**src/rtl/dma_pkg.sv**
```systemverilog
// rtl/dma_pkg.sv - shared register offsets, bit indices and FSM states for the byte DMA
package dma_pkg;

  localparam logic [2:0] REG_SRC_H  = 3'd0;
  localparam logic [2:0] REG_SRC_L  = 3'd1;
  localparam logic [2:0] REG_DST_H  = 3'd2;
  localparam logic [2:0] REG_DST_L  = 3'd3;
  localparam logic [2:0] REG_CNT_H  = 3'd4;
  localparam logic [2:0] REG_CNT_L  = 3'd5;
  localparam logic [2:0] REG_CTRL   = 3'd6;
  localparam logic [2:0] REG_STATUS = 3'd7;

  localparam int CTRL_START   = 0;
  localparam int CTRL_IRQ_EN  = 1;
  localparam int CTRL_SRC_FIX = 2;
  localparam int CTRL_DST_FIX = 3;
  localparam int CTRL_ABORT   = 7;

  localparam int ST_BUSY    = 0;
  localparam int ST_DONE    = 1;
  localparam int ST_ABORTED = 2;

  typedef enum logic [2:0] {
    S_IDLE,
    S_REQ,
    S_RD,
    S_RDW,
    S_WR,
    S_NEXT,
    S_DONE
  } dma_state_t;

endpackage

```
**src/rtl/dma_regs.sv**
```systemverilog
// rtl/dma_regs.sv - CPU slave window: control/status flags, read mux, start/abort pulses
module dma_regs
  import dma_pkg::*;
(
  input  logic        clk,
  input  logic        rst,
  input  logic [2:0]  AD,
  input  logic [7:0]  DI,
  output logic [7:0]  DO,
  input  logic        rw,
  input  logic        cs,
  input  logic        busy,
  input  logic        done_set,
  input  logic        abort_set,
  input  logic [15:0] src,
  input  logic [15:0] dst,
  input  logic [15:0] cnt,
  output logic        ptr_wr,
  output logic        start,
  output logic        abort,
  output logic        src_fix,
  output logic        dst_fix,
  output logic        irq
);

  logic       wr;
  logic       ctrl_wr;
  logic       stat_rd;
  logic       irq_en;
  logic       irq_en_nxt;
  logic       done;
  logic       done_nxt;
  logic       aborted;
  logic       aborted_nxt;
  logic [7:0] rd_data;

  assign wr      = cs && !rw;
  assign ctrl_wr = wr && (AD == REG_CTRL) && !busy;
  assign stat_rd = cs && rw && (AD == REG_STATUS);
  assign ptr_wr  = wr && !busy && (AD <= REG_CNT_L);
  assign start   = ctrl_wr && DI[CTRL_START];
  assign abort   = wr && (AD == REG_CTRL) && DI[CTRL_ABORT] && busy;

  // a status read clears the sticky flags, but a same-cycle set takes priority
  assign done_nxt    = done_set  | (done    & ~stat_rd);
  assign aborted_nxt = abort_set | (aborted & ~stat_rd);
  assign irq_en_nxt  = ctrl_wr ? DI[CTRL_IRQ_EN] : irq_en;

  // CPU read mux; pointers and count are read live
  always_comb begin
    rd_data = 8'h00;
    case (AD)
      REG_SRC_H:  rd_data = src[15:8];
      REG_SRC_L:  rd_data = src[7:0];
      REG_DST_H:  rd_data = dst[15:8];
      REG_DST_L:  rd_data = dst[7:0];
      REG_CNT_H:  rd_data = cnt[15:8];
      REG_CNT_L:  rd_data = cnt[7:0];
      REG_CTRL:   rd_data = {4'b0000, dst_fix, src_fix, irq_en, 1'b0};
      REG_STATUS: rd_data = {5'b00000, aborted, done, busy};
      default:    rd_data = 8'h00;
    endcase
  end

  // control bits, sticky status flags, registered irq and read data
  always_ff @(posedge clk) begin
    if (rst) begin
      irq_en  <= 1'b0;
      src_fix <= 1'b0;
      dst_fix <= 1'b0;
      done    <= 1'b0;
      aborted <= 1'b0;
      irq     <= 1'b0;
      DO      <= 8'h00;
    end else begin
      if (ctrl_wr) begin
        src_fix <= DI[CTRL_SRC_FIX];
        dst_fix <= DI[CTRL_DST_FIX];
      end
      irq_en  <= irq_en_nxt;
      done    <= done_nxt;
      aborted <= aborted_nxt;
      irq     <= done_nxt & irq_en_nxt;
      if (cs && rw) DO <= rd_data;
    end
  end

endmodule

```
**src/rtl/dmaio.sv**
```systemverilog
// rtl/dmaio.sv - memory-to-memory byte DMA master with bus request/grant and burst fairness
module dmaio
  import dma_pkg::*;
#(
  parameter int BURST_LEN = 16,
  parameter int ADDR_W    = 16
) (
  input  logic              clk,
  input  logic              rst,
  input  logic [2:0]        AD,
  input  logic [7:0]        DI,
  output logic [7:0]        DO,
  input  logic              rw,
  input  logic              cs,
  output logic              irq,
  output logic              breq,
  input  logic              bgnt,
  output logic [ADDR_W-1:0] m_ad,
  output logic [7:0]        m_do,
  input  logic [7:0]        m_di,
  output logic              m_rw,
  output logic              m_vma
);

  dma_state_t        state, state_nxt;
  logic [ADDR_W-1:0] src, dst;
  logic [15:0]       cnt;
  logic [7:0]        burst;
  logic [7:0]        data;
  logic              abort_pend;
  logic              busy, vma_i, done_set, abort_set;
  logic              ptr_wr, start, abort, src_fix, dst_fix;
  logic [15:0]       src16, dst16;

  assign src16 = 16'(src);
  assign dst16 = 16'(dst);
  assign busy  = (state != S_IDLE) && (state != S_DONE);
  assign m_vma = vma_i & breq & bgnt;

  dma_regs u_regs (
    .clk       (clk),
    .rst       (rst),
    .AD        (AD),
    .DI        (DI),
    .DO        (DO),
    .rw        (rw),
    .cs        (cs),
    .busy      (busy),
    .done_set  (done_set),
    .abort_set (abort_set),
    .src       (src16),
    .dst       (dst16),
    .cnt       (cnt),
    .ptr_wr    (ptr_wr),
    .start     (start),
    .abort     (abort),
    .src_fix   (src_fix),
    .dst_fix   (dst_fix),
    .irq       (irq)
  );

  // next-state and master bus outputs
  always_comb begin
    state_nxt = state;
    breq      = 1'b0;
    vma_i     = 1'b0;
    m_rw      = 1'b1;
    m_ad      = '0;
    m_do      = 8'h00;
    done_set  = 1'b0;
    abort_set = 1'b0;
    case (state)
      S_IDLE: begin
        if (start) begin
          if (cnt != 16'd0) state_nxt = S_REQ;
          else              done_set  = 1'b1;
        end
      end
      S_REQ: begin
        breq = 1'b1;
        if (bgnt) state_nxt = S_RD;
      end
      S_RD: begin
        breq      = 1'b1;
        vma_i     = 1'b1;
        m_ad      = src;
        state_nxt = S_RDW;
      end
      S_RDW: begin
        breq      = 1'b1;
        state_nxt = S_WR;
      end
      S_WR: begin
        breq      = 1'b1;
        vma_i     = 1'b1;
        m_rw      = 1'b0;
        m_ad      = dst;
        m_do      = data;
        state_nxt = S_NEXT;
      end
      S_NEXT: begin
        breq = 1'b1;
        if (cnt == 16'd0) begin
          state_nxt = S_DONE;
        end else if (abort_pend) begin
          abort_set = 1'b1;
          state_nxt = S_DONE;
        end else if (burst == 8'd0) begin
          breq      = 1'b0;
          state_nxt = S_REQ;
        end else begin
          state_nxt = S_RD;
        end
      end
      S_DONE: begin
        done_set  = 1'b1;
        state_nxt = S_IDLE;
      end
      default: state_nxt = S_IDLE;
    endcase
  end

  // state register, pointers, count, burst budget and data latch
  always_ff @(posedge clk) begin
    if (rst) begin
      state      <= S_IDLE;
      src        <= '0;
      dst        <= '0;
      cnt        <= 16'd0;
      burst      <= 8'd0;
      data       <= 8'h00;
      abort_pend <= 1'b0;
    end else begin
      state <= state_nxt;
      if (ptr_wr) begin
        case (AD)
          REG_SRC_H: src <= ADDR_W'({DI, src16[7:0]});
          REG_SRC_L: src <= ADDR_W'({src16[15:8], DI});
          REG_DST_H: dst <= ADDR_W'({DI, dst16[7:0]});
          REG_DST_L: dst <= ADDR_W'({dst16[15:8], DI});
          REG_CNT_H: cnt <= {DI, cnt[7:0]};
          REG_CNT_L: cnt <= {cnt[15:8], DI};
          default: ;
        endcase
      end
      if (state == S_IDLE && start) burst <= 8'(BURST_LEN);
      if (state == S_RDW) data <= m_di;
      if (state == S_WR) begin
        src   <= src + {{(ADDR_W-1){1'b0}}, ~src_fix};
        dst   <= dst + {{(ADDR_W-1){1'b0}}, ~dst_fix};
        cnt   <= cnt - 16'd1;
        burst <= burst - 8'd1;
      end
      if (state == S_NEXT && burst == 8'd0) burst <= 8'(BURST_LEN);
      if (abort) abort_pend <= 1'b1;
      if (state == S_DONE || state == S_IDLE) abort_pend <= 1'b0;
    end
  end

endmodule
```
**config.mk**
```make
export PLATFORM = sky130hd
export DESIGN_NAME = dmaio
export DESIGN_NICKNAME = d
export VERILOG_FILES = /design/src/rtl/dma_pkg.sv /design/src/rtl/dma_regs.sv /design/src/rtl/dmaio.sv
export SDC_FILE = /design/constraint.sdc
export NUM_CORES = 1
export LEC_CHECK = 0
export ABC_AREA = 1
export CAP_MARGIN = 10
export CORE_ASPECT_RATIO = 1.4
export CORE_MARGIN = 3
export CORE_UTILIZATION = 25
export CTS_BUF_LIST = sky130_fd_sc_hd__clkbuf_4 sky130_fd_sc_hd__clkbuf_8 sky130_fd_sc_hd__clkbuf_16
export DETAILED_ROUTE_END_ITERATION = 6
export HOLD_SLACK_MARGIN = 0.08
export PLACE_DENSITY = 0.39
export SYNTH_ARGS = -nofsm -noshare
export SYNTH_HDL_FRONTEND = slang
export SYNTH_HIERARCHICAL = 1
export SYNTH_SLANG_ARGS = --single-unit
```
**constraint.sdc**
```tcl
create_clock -name clk -period 2.1 [get_ports clk]
set_input_delay 0.42 -clock clk [delete_from_list [all_inputs] [get_ports clk]]
set_output_delay 0.42 -clock clk [all_outputs]
set_load 0.05 [all_outputs]
```
## Word-level counts from Yosys, hierarchy flattened

Index checks and enable logic that the tools add are counted.

| operators by class | value |
|---|---|
| bitwise gates (word level) | 10 |
| add/subtract/negate cells | 4 |
| order comparisons | 1 |
| equal/unequal tests | 23 |
| muxes and demuxes | 35 |
| reduce and logical (&&, ||, !) cells | 42 |

Operator list:

| operator | number |
|---|---|
| 16-bit case mux with 2 select lines | 4 |
| 16-bit two-way mux | 6 |
| 8-bit case mux with 8 select lines | 1 |
| 16-bit by 1-bit adder with 16-bit output | 2 |
| 8-bit two-way mux | 3 |
| 3-bit == test (second input constant) | 7 |
| 3-bit AND reduction | 7 |
| 2-bit != test (second input constant) | 9 |
| 3-bit case mux with 6 select lines | 1 |
| 16-bit zero test | 1 |
| 16-bit nonzero test | 1 |
| 2-bit nonzero test | 8 |
| 16-bit by 1-bit subtractor with 16-bit output (second input constant) | 1 |
| 3-bit two-way mux | 5 |
| 1-bit logical AND | 13 |
| 3-bit by 2-bit == test with 1-bit output (second input constant) | 4 |
| 1-bit two-way mux | 11 |
| 8-bit zero test | 1 |
| 8-bit by 1-bit subtractor with 8-bit output (second input constant) | 1 |
| 3-bit by 1-bit == test with 1-bit output (second input constant) | 2 |
| 3-bit zero test | 2 |
| 3-bit nonzero test | 2 |
| 2-bit OR reduction | 3 |
| 1-bit AND | 5 |
| 10 further kinds | 15 |

| storage, ports and cells | value |
|---|---|
| output and inout bits | 36 |
| word-level logic and storage cells | 133 |
| flip-flop bits (word level) | 82 |

## Longest topological paths before layout

| logic depth | value |
|---|---|
| word-level depth | 9 |
| gate-level depth with buffers | 14 |

## Hierarchy

The synthesis kept the hierarchy.

By module, submodules not included:

| module | cells each | instances | area an instance (µm²) |
|---|---|---|---|
| dmaio | 694 | 1 | 4425.5 |
| dma_regs | 194 | 1 | 1159.9 |

## Worst setup path before layout

OpenSTA, ideal clock, no wires.

| timing path | value |
|---|---|
| path type | reg2out |
| from | register state[2] |
| to | output m_ad[11] |
| cell stages (with the launch flop) | 5 |
| buffers on the path | 1 |
| path slack | -0.352 ns |
| required time | 1.680 ns |
| data arrival time | 2.032 ns |
| cell sequence | dfxtp_1 > buf_2 > nor3_1 > inv_1 > o21ai_0 |

| between the ends | value |
|---|---|
| word-level cells in the longest chain between the ends | 2 |

Ends and longest elaborated chain:

| element | line | source |
|---|---|---|
| start, declared | dmaio.sv:25 | `dma_state_t state, state_nxt;` |
| start signal, assigned | dmaio.sv:134 | `state <= state_nxt;` |
| 3-bit == test or 3-bit by 2-bit == test with 1-bit output (tied branches) | dmaio.sv:72 | `case (state)` |
| 16-bit case mux with 2 select lines (*) | dmaio.sv:72 |  |
| end, declared | dmaio.sv:18 | `output logic [ADDR_W-1:0] m_ad,` |

Every way passes the cells marked *; elsewhere a longest branch is shown, timed or not.

## Worst setup path after layout

| timing path | value |
|---|---|
| from | register cnt[0] |
| to | output breq |

| between the ends | value |
|---|---|
| word-level cells in the longest chain between the ends | 3 |

Ends and longest elaborated chain:

| element | line | source |
|---|---|---|
| start, declared | dmaio.sv:27 | `logic [15:0] cnt;` |
| start signal, assigned | dmaio.sv:141 | `REG_CNT_H: cnt <= {DI, cnt[7:0]};` |
| start signal, assigned | dmaio.sv:142 | `REG_CNT_L: cnt <= {cnt[15:8], DI};` |
| start signal, assigned | dmaio.sv:151 | `cnt <= cnt - 16'd1;` |
| 16-bit zero test | dmaio.sv:103 | `if (cnt == 16'd0) begin` |
| 1-bit two-way mux | dmaio.sv:103 |  |
| 1-bit case mux with 2 select lines | dmaio.sv:72 |  |
| end, declared | dmaio.sv:16 | `output logic breq,` |

Every way passes these cells.

==> metrics <==
final setup vio count=8; clk slew on worst S/H paths=~0.06 ns; Arr. time, crit path=~1.8 ns; Async S/R FF share, synth=0; largest net degree at the start of global routing=27; Leak=about 3.5 nW; total CTS buffers=9; H-tree depth=3; Worst EP required=between 1.5 and 2 ns; register-to-register setup slack=-0.02 ns; top cells by count, synth=154 x nand2_1, 135 x inv_1, 107 x o21ai_0; Area contributors post-synth=dfxtp_1 29%, nand2_1 10%, o21ai_0 9.6%, inv_1 9.1%, nor2_1 7.0%; Yosys reg bits=a little over 80; initial antenna violation count=0; fmax=between 400 and 500 MHz; global-route wire length before repair=approximately 36 mm; top cell type's share of synthesized area=0.294; yosys warns=6; die width=132 um; CP max FO=2; fin crit period=~2.2 ns; vias per inst=approximately 4.7; Max VDD drop=between 300 and 400 uV; Setup Skew=around 0.0087 ns; Synth Area in Compound Gates=0.232; WHS=around 0.46 ns; cell taking the most area after synthesis=dfxtp_1; Area Overhead vs Synth=48.8%; sequential area share after synthesis=0.294; n_diodes=0; mux share of post-synthesis cell area=0; Starting Density=0.255; Core Rows=64; post-synth cell types=46; layout cell share with drive strength beyond 1=0.253; syn_area_per_cell=between 6 and 7 um2; Primary FF master, synth=dfxtp_1; Synth Area in XOR/XNOR=0.0110; die area=about 24000 um2; Adder-Cell Fraction of Synth Area=0.0134; core area=21900 um2; Placer Congestion=0.830; Die Ht=about 180 um; total grt overflow=0; setup TNS=-0.175 ns; DRT iter0 DRCs=318; Initial DRT Pass Iterations=5; IO Count=60; max_slew headroom=0.657; DPL Wire Length=between 15 and 20 mm; clk_lat worst skew=~0.37 ns; failing checks=negative setup slack; area of the multi-input gates=roughly 3600 um2; design area=~8300 um2; port bufs=around 60; Setup CP Type=reg -> out; vias in the first global route=~6300; main combinational cell family by area after synthesis=simple AND/OR/NAND/NOR gates; CTS tree=yes; gr usage total=0.192; simple logic cell fraction of the synthesized area=0.316; top-count cell post-synth=nand2_1; fill count=between 2000 and 2500; Crit. End Element=primary output; Post-synth EDFFs=0; mapped cell area=5590 um2; DRT Wirelength=~24 mm; RSZ-0062 raised after global routing=true; clk sinks=just over 80; clk buf depth=2; WL per Instance=roughly 18 um; Via Count=between 6000 and 7000; max-slew violations=0; Routed Antenna Nets=0; max_cap viols=0; Hold-fix buffers, CTS=0; pwr dens=between 400 and 500 nW/um2; DRC viols=0; actual slew at the worst max-slew pin=approximately 0.51 ns; type of origin of the critical path=register; nets=about 1100; final hold vios=0; final worst slack=-0.0772 ns; syn nets=slightly above 900; Cells after Synth=~900; Area after DPL=roughly 7400 um2; Final period util=1.04; register area=1650 um2; Hold Path Class=reg -> reg; root buffer cell=clkbuf_16; status=complete, but fails checks
-- per-layer routing --
metal | track usage | part of all wire | vias to the layer above
met3 | 0.0302 | 0.034 | 43
met5 | 0 | 0 | -
met4 | 0.0911 | 0.040 | 0
met2 | 0.355 | 0.53 | 141
li1 | - | - | 3255
met1 | 0.215 | 0.40 | 2932
-- path summary, 6_finish.rpt --
check                start       end  cells past startpoint
setup / recovery    cnt[0]      breq                     10
setup reg to reg    cnt[0]  state[2]                     16
hold / removal    burst[7]  burst[7]                      2
hold reg to reg   burst[7]  burst[7]                      2
-- critical path, cell delays in order, from the launching register on --
cell,delay [ns]
dfxtp_2,0.33
inv_2,0.05
ha_4,0.16
nand2_4,0.07
nor2_4,0.05
nand2_2,0.07
nand2_2,0.07
nand2_2,0.06
nand4_1,0.11
nand3b_1,0.24
buf_12,0.18
-- through the flow --
stage | instances | power (mW) | utilization | setup WS, ns
5_1_grt | 1345 | 3.97 | 0.379 | -0.168
2_1_floorplan | 888 | 1.88 | - | -0.352
3_5_place_dp | 1299 | 2.10 | 0.338 | -0.322
6_report | 1345 | 3.81 | 0.379 | -0.0772
4_1_cts | 1339 | 3.84 | 0.369 | -0.0731
3_3_place_gp | 1299 | 2.11 | 0.338 | -0.309
-- cell usage in the layout, fill, tap and decap left out, types with 16 or more instances in the layout --
cell,Yosys,final
nand2_1,154,141
inv_1,135,129
buf_4,6,102
o21ai_0,107,101
nor2_1,104,87
dfxtp_1,82,76
a21oi_1,63,62
nand3_1,57,56
buf_12,0,33
clkdlybuf4s50_1,0,32
nand4_1,24,24
o21ai_1,15,17
nand2_2,4,16
nor2_2,2,16
-- cells by family (layout without fill, tap and decap cells) --
family | Yosys count | after routing
buf+inv | 175 | 333
flops | 82 | 82
xor+xnor | 7 | 7
compound gates | 236 | 236
simple gates | 382 | 384
fa+ha+maj | 6 | 6
-- final cells by class --
| cell class | count | area share |
|---|---|---|
| clock buffers | 12 | 0.0306 |
| clock inverters | 4 | 0.00617 |
| inverters | 140 | 0.0653 |
| multi-input cells | 633 | 0.429 |
| flip-flops and latches | 82 | 0.199 |
| well taps | 297 | 0.0447 |
| repair buffers | 177 | 0.226 |
-- what timing repair did --
| item | in CTS | in global routing |
|---|---|---|
| pin swaps | 12 | 10 |
| buffers inserted | 24 | 6 |
| resized for setup | 61 | 35 |
| endpoints found under the setup margin | 42 | 53 |
| gates cloned | 0 | 3 |
-- power breakdown --
part / total, mW / switching, mW / internal (mW) / leakage (nW)
logic: 0.494 / 0.307 / 0.188 / 2.64
registers: 1.60 / 0.0255 / 1.58 / 0.666
clock network: 1.72 / 0.735 / 0.982 / 0.150
total: 3.81 / 1.07 / 2.75 / 3.46
-- flip-flops by register name (all words and copies together) (netlist names) --
name	flops
u_regs/src_fix	1
data	8
u_regs/DO	8
cnt	16
u_regs/dst_fix	1
burst	8
state	3
src	16
abort_pend	1
dst	16
u_regs/done	1
u_regs/irq_en	1
u_regs/irq	1
u_regs/aborted	1
Power figures use the tool's default switching activity.
